<file path="config.mk">
export PLATFORM = sky130hd
export DESIGN_NAME = count_bcd_display_flat
export DESIGN_NICKNAME = d
export VERILOG_FILES = /design/src/rtl/display_pkg.sv /design/src/rtl/count_bcd_display_if.sv /design/src/rtl/count_bcd_display_seg7_decode.sv /design/src/rtl/count_bcd_display.sv /design/src/flat_wrapper.sv
export SDC_FILE = /design/constraint.sdc
export NUM_CORES = 1
export LEC_CHECK = 0
export ABC_AREA = 1
export CAP_MARGIN = 5
export CORE_MARGIN = 3
export CORE_UTILIZATION = 24
export DETAILED_ROUTE_END_ITERATION = 7
export GPL_ROUTABILITY_DRIVEN = 0
export PLACE_DENSITY = 0.49
export SLEW_MARGIN = 20
export SYNTH_ARGS = -nofsm -noshare
export SYNTH_HDL_FRONTEND = slang
export SYNTH_SLANG_ARGS = --single-unit
</file>
<file path="constraint.sdc">
create_clock -name Clk -period 1.55 [get_ports Clk]
set_input_delay 0.465 -clock Clk [delete_from_list [all_inputs] [get_ports Clk]]
set_output_delay 0.465 -clock Clk [all_outputs]
set_load 0.02 [all_outputs]
</file>
<file path="src/rtl/display_pkg.sv">
// rtl/display_pkg.sv - shared seven-segment encodings, FSM states and BCD helper
package display_pkg;

  typedef enum logic [1:0] {
    S_IDLE  = 2'd0,
    S_SHIFT = 2'd1,
    S_DONE  = 2'd2
  } state_t;

  // Active-low segment patterns, bit order {g,f,e,d,c,b,a}
  localparam logic [6:0] SEG_BLANK = 7'h7F;
  localparam logic [6:0] SEG_0     = 7'b1000000;
  localparam logic [6:0] SEG_1     = 7'b1111001;
  localparam logic [6:0] SEG_2     = 7'b0100100;
  localparam logic [6:0] SEG_3     = 7'b0110000;
  localparam logic [6:0] SEG_4     = 7'b0011001;
  localparam logic [6:0] SEG_5     = 7'b0010010;
  localparam logic [6:0] SEG_6     = 7'b0000010;
  localparam logic [6:0] SEG_7     = 7'b1111000;
  localparam logic [6:0] SEG_8     = 7'b0000000;
  localparam logic [6:0] SEG_9     = 7'b0010000;

  // Double-dabble correction: a digit of 5 or more would overflow past 9 on the next shift
  function automatic logic [3:0] add3(input logic [3:0] d);
    return (d >= 4'd5) ? (d + 4'd3) : d;
  endfunction

endpackage

</file>
<file path="src/rtl/count_bcd_display_if.sv">
// rtl/count_bcd_display_if.sv - conversion request and display result bundle
interface count_bcd_display_if #(
  parameter int WIDTH  = 16,
  parameter int DIGITS = 5
);
  logic [WIDTH-1:0]    Bin;
  logic                Load;
  logic                Busy;
  logic                Done;
  logic [4*DIGITS-1:0] BCD;
  logic [6:0]          HEX0;
  logic [6:0]          HEX1;
  logic [6:0]          HEX2;
  logic [6:0]          HEX3;
  logic [6:0]          HEX4;

  modport master (
    output Bin, Load,
    input  Busy, Done, BCD, HEX0, HEX1, HEX2, HEX3, HEX4
  );

  modport slave (
    input  Bin, Load,
    output Busy, Done, BCD, HEX0, HEX1, HEX2, HEX3, HEX4
  );
endinterface

</file>
<file path="src/rtl/count_bcd_display_seg7_decode.sv">
// rtl/count_bcd_display_seg7_decode.sv - one BCD digit to active-low seven-segment pattern
module seg7_decode
  import display_pkg::*;
(
  input  logic [3:0] i_digit,
  input  logic       i_blank,
  output logic [6:0] o_seg
);

  // Standard digit patterns; codes 10-15 and forced blanking light nothing
  always_comb begin
    o_seg = SEG_BLANK;
    if (!i_blank) begin
      case (i_digit)
        4'd0:    o_seg = SEG_0;
        4'd1:    o_seg = SEG_1;
        4'd2:    o_seg = SEG_2;
        4'd3:    o_seg = SEG_3;
        4'd4:    o_seg = SEG_4;
        4'd5:    o_seg = SEG_5;
        4'd6:    o_seg = SEG_6;
        4'd7:    o_seg = SEG_7;
        4'd8:    o_seg = SEG_8;
        4'd9:    o_seg = SEG_9;
        default: o_seg = SEG_BLANK;
      endcase
    end
  end

endmodule

</file>
<file path="src/rtl/count_bcd_display.sv">
// rtl/count_bcd_display.sv - serial binary-to-BCD converter driving five HEX displays
module count_bcd_display
  import display_pkg::*;
#(
  parameter int WIDTH    = 16,
  parameter int DIGITS   = 5,
  parameter bit BLANK_LZ = 1'b1
) (
  input  logic                Clk,
  input  logic                Clr,
  count_bcd_display_if.slave  bus
);

  localparam int CNT_W = $clog2(WIDTH + 1);
  localparam int BCD_W = 4 * DIGITS;

  state_t                   r_state;
  state_t                   w_next_state;
  logic                     w_load;
  logic                     w_shift;
  logic                     w_finish;
  logic [WIDTH-1:0]         r_shreg;
  logic [BCD_W-1:0]         r_work;
  logic [BCD_W-1:0]         w_work_adj;
  logic [BCD_W-1:0]         r_bcd;
  logic [CNT_W-1:0]         r_cnt;
  logic                     r_done;
  logic                     w_zero_run;
  logic [DIGITS-1:0]        w_blank;
  logic [DIGITS-1:0][6:0]   w_seg;
  logic [4:0][6:0]          w_hex;

  // FSM state register
  always_ff @(posedge Clk or negedge Clr) begin
    if (!Clr) begin
      r_state <= S_IDLE;
    end else begin
      r_state <= w_next_state;
    end
  end

  // FSM next state and datapath strobes; Load only matters in IDLE
  always_comb begin
    w_next_state = r_state;
    w_load       = 1'b0;
    w_shift      = 1'b0;
    w_finish     = 1'b0;
    case (r_state)
      S_IDLE: begin
        if (bus.Load) begin
          w_load       = 1'b1;
          w_next_state = S_SHIFT;
        end
      end
      S_SHIFT: begin
        w_shift = 1'b1;
        if (r_cnt == CNT_W'(1)) begin
          w_next_state = S_DONE;
        end
      end
      S_DONE: begin
        w_finish     = 1'b1;
        w_next_state = S_IDLE;
      end
      default: begin
        w_next_state = S_IDLE;
      end
    endcase
  end

  // Add-3 correction of every work digit ahead of the shift
  always_comb begin
    w_work_adj = '0;
    for (int i = 0; i < DIGITS; i++) begin
      w_work_adj[4*i +: 4] = add3(r_work[4*i +: 4]);
    end
  end

  // Shift engine and result register; the display only moves when a conversion completes
  always_ff @(posedge Clk or negedge Clr) begin
    if (!Clr) begin
      r_shreg <= '0;
      r_work  <= '0;
      r_cnt   <= '0;
      r_bcd   <= '0;
      r_done  <= 1'b0;
    end else begin
      r_done <= 1'b0;
      if (w_load) begin
        r_shreg <= bus.Bin;
        r_work  <= '0;
        r_cnt   <= CNT_W'(WIDTH);
      end else if (w_shift) begin
        // The top work bit is always zero after correction because 10**DIGITS > 2**WIDTH
        {r_work, r_shreg} <= {w_work_adj[BCD_W-2:0], r_shreg, 1'b0};
        r_cnt             <= r_cnt - 1'b1;
      end
      if (w_finish) begin
        r_bcd  <= r_work;
        r_done <= 1'b1;
      end
    end
  end

  // Leading-zero blanking: a digit blanks when it and everything above it are zero
  always_comb begin
    w_blank    = '0;
    w_zero_run = 1'b1;
    for (int i = DIGITS - 1; i >= 0; i--) begin
      w_zero_run = w_zero_run & (r_bcd[4*i +: 4] == 4'd0);
      if (BLANK_LZ && (i != 0)) begin
        w_blank[i] = w_zero_run;
      end
    end
  end

  for (genvar g = 0; g < DIGITS; g++) begin : g_dec
    seg7_decode u_seg7_decode (
      .i_digit (r_bcd[4*g +: 4]),
      .i_blank (w_blank[g]),
      .o_seg   (w_seg[g])
    );
  end

  // Map decoded digits onto the five physical displays; missing digits stay dark
  for (genvar h = 0; h < 5; h++) begin : g_hex
    if (h < DIGITS) begin : g_used
      assign w_hex[h] = w_seg[h];
    end else begin : g_dark
      assign w_hex[h] = SEG_BLANK;
    end
  end

  assign bus.Busy = (r_state == S_SHIFT);
  assign bus.Done = r_done;
  assign bus.BCD  = r_bcd;
  assign bus.HEX0 = w_hex[0];
  assign bus.HEX1 = w_hex[1];
  assign bus.HEX2 = w_hex[2];
  assign bus.HEX3 = w_hex[3];
  assign bus.HEX4 = w_hex[4];

endmodule

</file>
<file path="src/flat_wrapper.sv">
// flat-port wrapper written by rule: the top's interface ports become plain ports
module count_bcd_display_flat import display_pkg::*;
#(
  parameter int WIDTH    = 16,
  parameter int DIGITS   = 5,
  parameter bit BLANK_LZ = 1'b1
)
  (Clk, Clr, bus_Bin, bus_Load, bus_Busy, bus_Done, bus_BCD, bus_HEX0, bus_HEX1, bus_HEX2, bus_HEX3, bus_HEX4);
  count_bcd_display_if #(.WIDTH(WIDTH), .DIGITS(DIGITS)) bus_i ();
  input  logic Clk;
  input  logic Clr;
  input wire logic [$bits(bus_i.Bin)-1:0] bus_Bin;
  input wire logic [$bits(bus_i.Load)-1:0] bus_Load;
  output wire logic [$bits(bus_i.Busy)-1:0] bus_Busy;
  output wire logic [$bits(bus_i.Done)-1:0] bus_Done;
  output wire logic [$bits(bus_i.BCD)-1:0] bus_BCD;
  output wire logic [$bits(bus_i.HEX0)-1:0] bus_HEX0;
  output wire logic [$bits(bus_i.HEX1)-1:0] bus_HEX1;
  output wire logic [$bits(bus_i.HEX2)-1:0] bus_HEX2;
  output wire logic [$bits(bus_i.HEX3)-1:0] bus_HEX3;
  output wire logic [$bits(bus_i.HEX4)-1:0] bus_HEX4;
  assign bus_i.Bin = bus_Bin;
  assign bus_i.Load = bus_Load;
  assign bus_Busy = bus_i.Busy;
  assign bus_Done = bus_i.Done;
  assign bus_BCD = bus_i.BCD;
  assign bus_HEX0 = bus_i.HEX0;
  assign bus_HEX1 = bus_i.HEX1;
  assign bus_HEX2 = bus_i.HEX2;
  assign bus_HEX3 = bus_i.HEX3;
  assign bus_HEX4 = bus_i.HEX4;
  count_bcd_display #(.WIDTH(WIDTH), .DIGITS(DIGITS), .BLANK_LZ(BLANK_LZ)) u_core (.Clk(Clk), .Clr(Clr), .bus(bus_i));
endmodule
</file>
==> reports/results.ini <==
[routing]
route.detailed.drc = 0
vias = 3989
viasPerCell = 4.336
first_iter_violations = 205
routed_wl_um = 10290
wire_per_inst_um = 11.18
drt_pass1_iterations = 4
postRouteAntennaNets = 0

[timing]
rsz0062_at_grt = yes
finClkSkew_ns = 0.008121
slew_headroom_pct = 72.10
setup_ws_ns = -0.6436
finalMaxSlewViolations = 0
tns_ns = -18.62
setup_viol = 38
timing.final.hold_violations = 0
period_share_pct = 141.5
max_freq_mhz = 455.9
worst_pin_slew_ns = 0.4185
period_minus_slack_ns = 2.194

[synth]
ys_ff_latch = 64
syn_area_um2 = 4033
synthCells = 535
yosysSeqAreaShare_pct = 39.71
synth_warnings = 0
synthDistinctLibCells = 30
syn_avg_cell_area_um2 = 7.538
syn_nets = 591

[power_and_ir_drop]
leakagePower_nw = 3.129
ir_worst_vdd_mv = 1.312
p_total_mw = 14.58
power_density_nw_per_um2 = 2276

[critical_path]
r2r_slack_ns = 0.20
path_class = register to output port
cp-startpoint = u_core.bus.BCD[16]$_DFFE_PN0P_
cp_top_family = buffers and inverters
slowest_stage = dfrtp_2
ff2ff_path_depth = 8
worstPathCellList = inv_2 > ha_4 > nand3_4 > nor2_4 > buf_4 > nor2_4 > buf_6 > o21ai_4 > buf_6
cp-end-kind = output port
endpoint = bus_HEX3[0]
cp.arrival_ns = 1.73
cp_num_buf_inv = 4
path_max_fanout = 6
r2r-end = u_core.r_work[14]$_DFFE_PN0P_
rr_startpoint = u_core.r_work[12]$_DFFE_PN0P_
critPathRequiredTime_ns = 1.08
path_depth = 9
start_kind = register
crit_path_max_incr_delay_ns = 0.40

[min_path]
hold_path_depth = 2
hp-class = register to register
worstHoldStart = u_core.r_shreg[0]$_DFFE_PN0P_

[cells_and_area]
area_delta_synth_final_pct = 58.92
layout-drive-gt1-share_pct = 37.07
final_core_utilization_pct = 39.63
fillers = 1624
mostFrequentLayoutCells = nand2_1 (165), buf_4 (70), buf_6 (56)
nets = 755
fin_cells = 920
antenna_cells = 0
final_common_cell = nand2_1

[floorplan]
die_h_um = 135.6
core_um2 = 16170
die_area_um2 = 18390
fp-row-count = 46
initial_core_util_pct = 24.93
io_pins = 76
die_w_um = 135.6

[global_route]
overflow = 0
track_usage_pct = 11.37
grt_pass1_vias = 3961
antenna_found_initial = 0
grt_pass1_wl_um = 17470
grt_max_degree = 61

[outcome]
violations = negative setup slack
outcome = complete, but fails checks

[placement]
dpl.hpwl_um = 7068
place.port_buffers = 75
dp.cells = 884

[cts]
cts_root_buf = clkbuf_16
numCtsBuffers = 9
clk_latency_ns = 0.33
htree_num_levels = 3
cts_tree = done
cts.sinks = 64
cts_buffer_depth = 2
clk_pin_slew_ns = 0.05

[run]
maxCapViolCount = 0

[logic make-up (layout without fill, tap and decap cells)]
group	count (synthesis)	in the layout	share of synthesized area (%)
simple gates	288	288	31.15
fa+ha+maj	37	37	11.48
buf+inv	69	238	7.198
flops	64	64	39.71
compound gates	77	77	10.46
[cell type report]
cell class                      count  area [um^2]  share of cell area, %
Sequential cell                    64         1614                  25.19
Clock buffer                       15        257.7                  4.022
Tap cell                          216        270.3                  4.217
Timing Repair Buffer              167         1509                  23.55
Inverter                           55        211.5                  3.299
Multi-Input combinational cell    402         2541                  39.65
Clock inverter                      1        5.005                0.07809
[stage by stage]
step           cell area (um^2)  setup slack, ns  hold WS, ns
2_1_floorplan              4208          -0.2291       0.1694
3_3_place_gp               5718          -0.7277       0.2968
3_5_place_dp               5718          -0.7711       0.2979
4_1_cts                    6309          -0.6868       0.4792
5_1_grt                    6409          -0.7185       0.5027
6_report                   6409          -0.6436       0.4738
[per-layer routing]
layer / global-route usage (%) / share of wire, % / vias to the layer above
met1: 14.06 / 46 / 1830
met2: 19.72 / 48 / 85
met5: 0 / 0 / -
met4: 3.415 / 1.2 / 0
li1: - / - / 2066
met3: 2.600 / 4.7 / 8
[flip-flops by register name (all words and copies together) (netlist names)]
signal,flops
u_core.bus.BCD,20
u_core.r_shreg,16
u_core.bus.Done,1
u_core.r_state,2
u_core.r_work,20
u_core.r_cnt,5
[worst min-delay path by stage]
stage / end / slack, ns
3_3_place_gp: u_core.r_shreg[1]$_DFFE_PN0P_ / 0.30
4_1_cts: u_core.r_shreg[0]$_DFFE_PN0P_ / 0.48
6_report: u_core.r_shreg[0]$_DFFE_PN0P_ / 0.47
3_5_place_dp: u_core.r_shreg[0]$_DFFE_PN0P_ / 0.30
5_1_grt: u_core.r_shreg[0]$_DFFE_PN0P_ / 0.50
2_1_floorplan: u_core.bus.BCD[0]$_DFFE_PN0P_ / 0.17
[where the power goes]
group          leakage (nW)  switching [mW]  total (mW)  internal (mW)
logic                  2.21            5.22        9.83           4.62
registers             0.794           0.598        2.97           2.37
clock network         0.128           0.657        1.78           1.12
total                  3.13            6.47        14.6           8.11
[cells in the mapped netlist]
library cell	count	area (um^2)
nand2_1	187	701.9
dfrtp_1	64	1602
inv_1	48	180.2
nand3_1	46	230.2
o21ai_0	44	220.2
ha_1	37	462.9
nor2_1	21	78.83
a21oi_1	15	75.07
nand4_1	11	68.82
buf_2	7	35.03
inv_2	7	26.28
buf_4	6	45.04
o22ai_1	6	37.54
o21bai_1	5	37.54
o211ai_1	4	30.03
or2_2	4	25.02
nand2_2	3	18.77
nor3_1	3	15.01
nor3b_1	3	22.52
nand3b_1	2	15.01
nor2_2	2	12.51
nor2_4	2	22.52
a21oi_2	1	8.760
clkbuf_1	1	3.750
nand2_4	1	11.26
nand3_2	1	10.01
nand3_4	1	17.52
o21a_1	1	7.510
o21ai_1	1	5.000
or2_0	1	6.260
[tightest hold or removal path, stage by stage (launching register included)]
cell and delay, ns:
dfrtp_1 0.34, nand2_1 0.05, nand2_1 0.05
[repair_timing]
action	4_1_cts	5_1_grt
hold buffers	1	0
endpoints found under the hold margin	4	0
setup buffers	16	7
endpoints found under the setup margin	57	45
resized for setup	338	42
pin swaps	22	18
Power figures use the tool's default switching activity.
==> RTL edit: new RTL, same flow settings <==
`BLANK_LZ` is set to 1'b1 in 2 places; all go to 1'b0.
--- a/src/rtl/count_bcd_display.sv
+++ b/src/rtl/count_bcd_display.sv
@@ -4,7 +4,7 @@
 #(
   parameter int WIDTH    = 16,
   parameter int DIGITS   = 5,
-  parameter bit BLANK_LZ = 1'b1
+  parameter bit BLANK_LZ = 1'b0
 ) (
   input  logic                Clk,
   input  logic                Clr,
--- a/src/flat_wrapper.sv
+++ b/src/flat_wrapper.sv
@@ -3,7 +3,7 @@
 #(
   parameter int WIDTH    = 16,
   parameter int DIGITS   = 5,
-  parameter bit BLANK_LZ = 1'b1
+  parameter bit BLANK_LZ = 1'b0
 )
   (Clk, Clr, bus_Bin, bus_Load, bus_Busy, bus_Done, bus_BCD, bus_HEX0, bus_HEX1, bus_HEX2, bus_HEX3, bus_HEX4);
   count_bcd_display_if #(.WIDTH(WIDTH), .DIGITS(DIGITS)) bus_i ();
Formal check against the unedited RTL: not equivalent (a bounded check fails within 4 cycles, from zero or initial values).
==> RTL edit against the original RTL <==
  * The flow still finishes with violations (setup timing)
  * Die area fell by 4.4%
  * Clock power rose by 3%
  * Power fell by 23%
  * Fmax rose by 12%
  * Combinational power fell by 34%
  * Worst setup slack improved by 0.24 ns
  * Synthesized area fell by 4.6%
  * Final area fell by 0.29%
  * Cell count fell by 3.9%
  * Routed wire length rose by 0.54%
  * Synthesized cell count fell by 4.9%
  * Sequential cell count did not move
==> RTL edit: results (changes against the original RTL) <==
| Metric | Value |
|---|---|
| Run status | `finished with violations` |
| Violated checks | `setup timing` |
| Maximum fanout along the worst path | `6 (unchanged)` |
| Nets in the synthesized netlist | `565 (-4.4%)` |
| Predominant post-synthesis flop cell | `sky130_fd_sc_hd__dfrtp_1` |
| Placed cell count | `849 (-4.0%)` |
| Detailed-route wire length | `10.3 mm (+0.54%)` |
| Area after DPL | `0.00546 mm^2 (-4.6%)` |
| Number of buffers on the longest clock path | `2 (unchanged)` |
| Number of post-CTS setup repair buffers | `11 (-5)` |
| Number of iterations in the first detailed-routing pass | `4 (unchanged)` |
| Via count | `3820 (-4.2%)` |
| Post-route worst setup slack | `-0.405 ns (+0.238 ns)` |
| Clock insertion delay at the later pin of the skew report | `0.33 ns (about the same)` |
| Number of antenna violations at the first check in global routing | `0 (unchanged)` |
| Yosys warning count | `0 (unchanged)` |
| Cell types occupying the most area after synthesis | `sky130_fd_sc_hd__dfrtp_1 (42%), sky130_fd_sc_hd__nand2_1 (16%), sky130_fd_sc_hd__ha_1 (12%)` |
| Commonest cells in the synthesized netlist | `sky130_fd_sc_hd__nand2_1 (163), sky130_fd_sc_hd__o21ai_0 (75), sky130_fd_sc_hd__dfrtp_1 (64), sky130_fd_sc_hd__inv_1 (64), sky130_fd_sc_hd__nand3_1 (43)` |
| Post-layout net count | `724 (-4.1%)` |
| Port Buffer Count | `75 (unchanged)` |
| Vias in the first global route | `3865 (-2.4%)` |
| Peak supply drop | `0.650 mV (-50%)` |
| Largest net degree at the start of global routing | `42 (-31%)` |
| Clk_skew | `0.00351 ns (-0.00461 ns)` |
| Slew headroom | `72.6% (+0.53 points)` |
| CP max stage delay | `0.42 ns (+0.02 ns)` |
| Sequential fraction of the synthesis area | `41.6% (+1.9 points)` |
| First-pass GRT wire length | `18.0 mm (+3.0%)` |
| Delay-heaviest family, CP | `buffers and inverters` |
| Share of layout cells above drive strength 1 | `39.5% (+2.5 points)` |
| H-tree level count | `3 (unchanged)` |
| Clock slew at reported path FFs | `0.05 ns (about the same)` |
| Global-route usage over all layers | `12.1% (+0.76 points)` |
| Number of DRC violations after detailed-routing iteration 0 | `195 (-4.9%)` |
| Slowest cell on the critical path | `sky130_fd_sc_hd__dfrtp_2` |
| Post-cts sizing count | `384 (+14%)` |
| Classification of the worst-slack hold path | `input pin to asynchronous set/reset pin` |
| Count of cell types in the netlist | `20 (-33%)` |
| Worst path arrival time | `1.49 ns (-0.24 ns)` |
| Number of cells on the worst reg-to-reg path | `8 (unchanged)` |
| HPWL after detailed placement | `7.06 mm (-0.11%)` |
| Non-filler instance count after layout | `884 (-3.9%)` |
| Max-slew violation count | `0 (unchanged)` |
| Synthesized instance count | `509 (-4.9%)` |
| Clock buffers created by TritonCTS | `9 (unchanged)` |
| Number of antenna diodes | `0 (unchanged)` |
| Final setup violation count | `39 (+2.6%)` |
| Total leakage power | `3.08 nW (-1.5%)` |
[RTL edit: changes by cell type in the layout (fill, tap and decap cells not counted), moves of 7 or more]
cell | before | now
sky130_fd_sc_hd__nor2_1 | 19 | 10
sky130_fd_sc_hd__o21ai_2 | 8 | 25
sky130_fd_sc_hd__buf_6 | 56 | 67
sky130_fd_sc_hd__nand2_2 | 18 | 10
sky130_fd_sc_hd__ha_4 | 11 | 18
sky130_fd_sc_hd__a21oi_1 | 14 | 5
sky130_fd_sc_hd__inv_1 | 37 | 49
sky130_fd_sc_hd__nand2_1 | 165 | 150
sky130_fd_sc_hd__buf_4 | 70 | 55
sky130_fd_sc_hd__inv_2 | 16 | 9
[RTL edit: stage by stage]
step | setup slack [ns] | TNS, ns
after global placement | -0.518 | -17.64
after detailed placement | -0.560 | -18.34
after CTS | -0.405 | -12.06
after floorplan | -0.107 | -1.07
after global routing | -0.470 | -14.36
final | -0.405 | -12.04
[RTL edit: power breakdown]
group          switching, mW  internal, mW  leakage (nW)  total (mW)
registers              0.603          2.30         0.765        2.90
clock network          0.709          1.12         0.130        1.83
logic                   3.53          2.98          2.19        6.52
[RTL edit: path summary, 6_finish.rpt]
check                                                     from                             end  slack [ns]
worst max-delay path            u_core.bus.BCD[17]$_DFFE_PN0P_                     bus_HEX4[3]       -0.41
worst min-delay path                                       Clr     u_core.r_cnt[2]$_DFFE_PN0P_        0.03
worst max register to register    u_core.r_work[4]$_DFFE_PN0P_    u_core.r_work[5]$_DFFE_PN0P_        0.16
worst min register to register     u_core.r_cnt[4]$_DFFE_PN0P_     u_core.r_cnt[4]$_DFFE_PN0P_        0.49
max in group asynchronous                                  Clr  u_core.bus.BCD[12]$_DFFE_PN0P_        1.05
min in group Clk                   u_core.r_cnt[4]$_DFFE_PN0P_     u_core.r_cnt[4]$_DFFE_PN0P_        0.49
[RTL edit: logic make-up after synthesis]
family | share of synthesized area [%]
and+or+nand+nor | 25.6
AOI/OAI and AO/OA | 12.6
buffers and inverters | 8.10
DFF | 41.6
adders and majority gates | 12.0
[RTL edit: worst register-to-register path: cells and delay by family, from the launching register on]
kind / cells / cell delay, ns
DFF: 1 / 0.45
buffers and inverters: 2 / 0.18
and+or+nand+nor: 5 / 0.43
adders and majority gates: 1 / 0.22
[RTL edit: cell type report]
type                            count  area (um^2)
Fill cell                        1525         9040
Multi-Input combinational cell    367         2440
Sequential cell                    64         1620
Timing Repair Buffer              161         1530
Tap cell                          211          264
Inverter                           65          262
Clock buffer                       13          250
Clock inverter                      3         17.5
[RTL edit: metal layers]
metal | vias to the layer above | wire length (um) | GRT usage (%)
met4 | 0 | 153 | 4.50
met5 | - | 0 | 0
met1 | 1778 | 4630 | 15.0
met3 | 12 | 367 | 2.36
li1 | 1965 | - | -
met2 | 65 | 5200 | 21.0
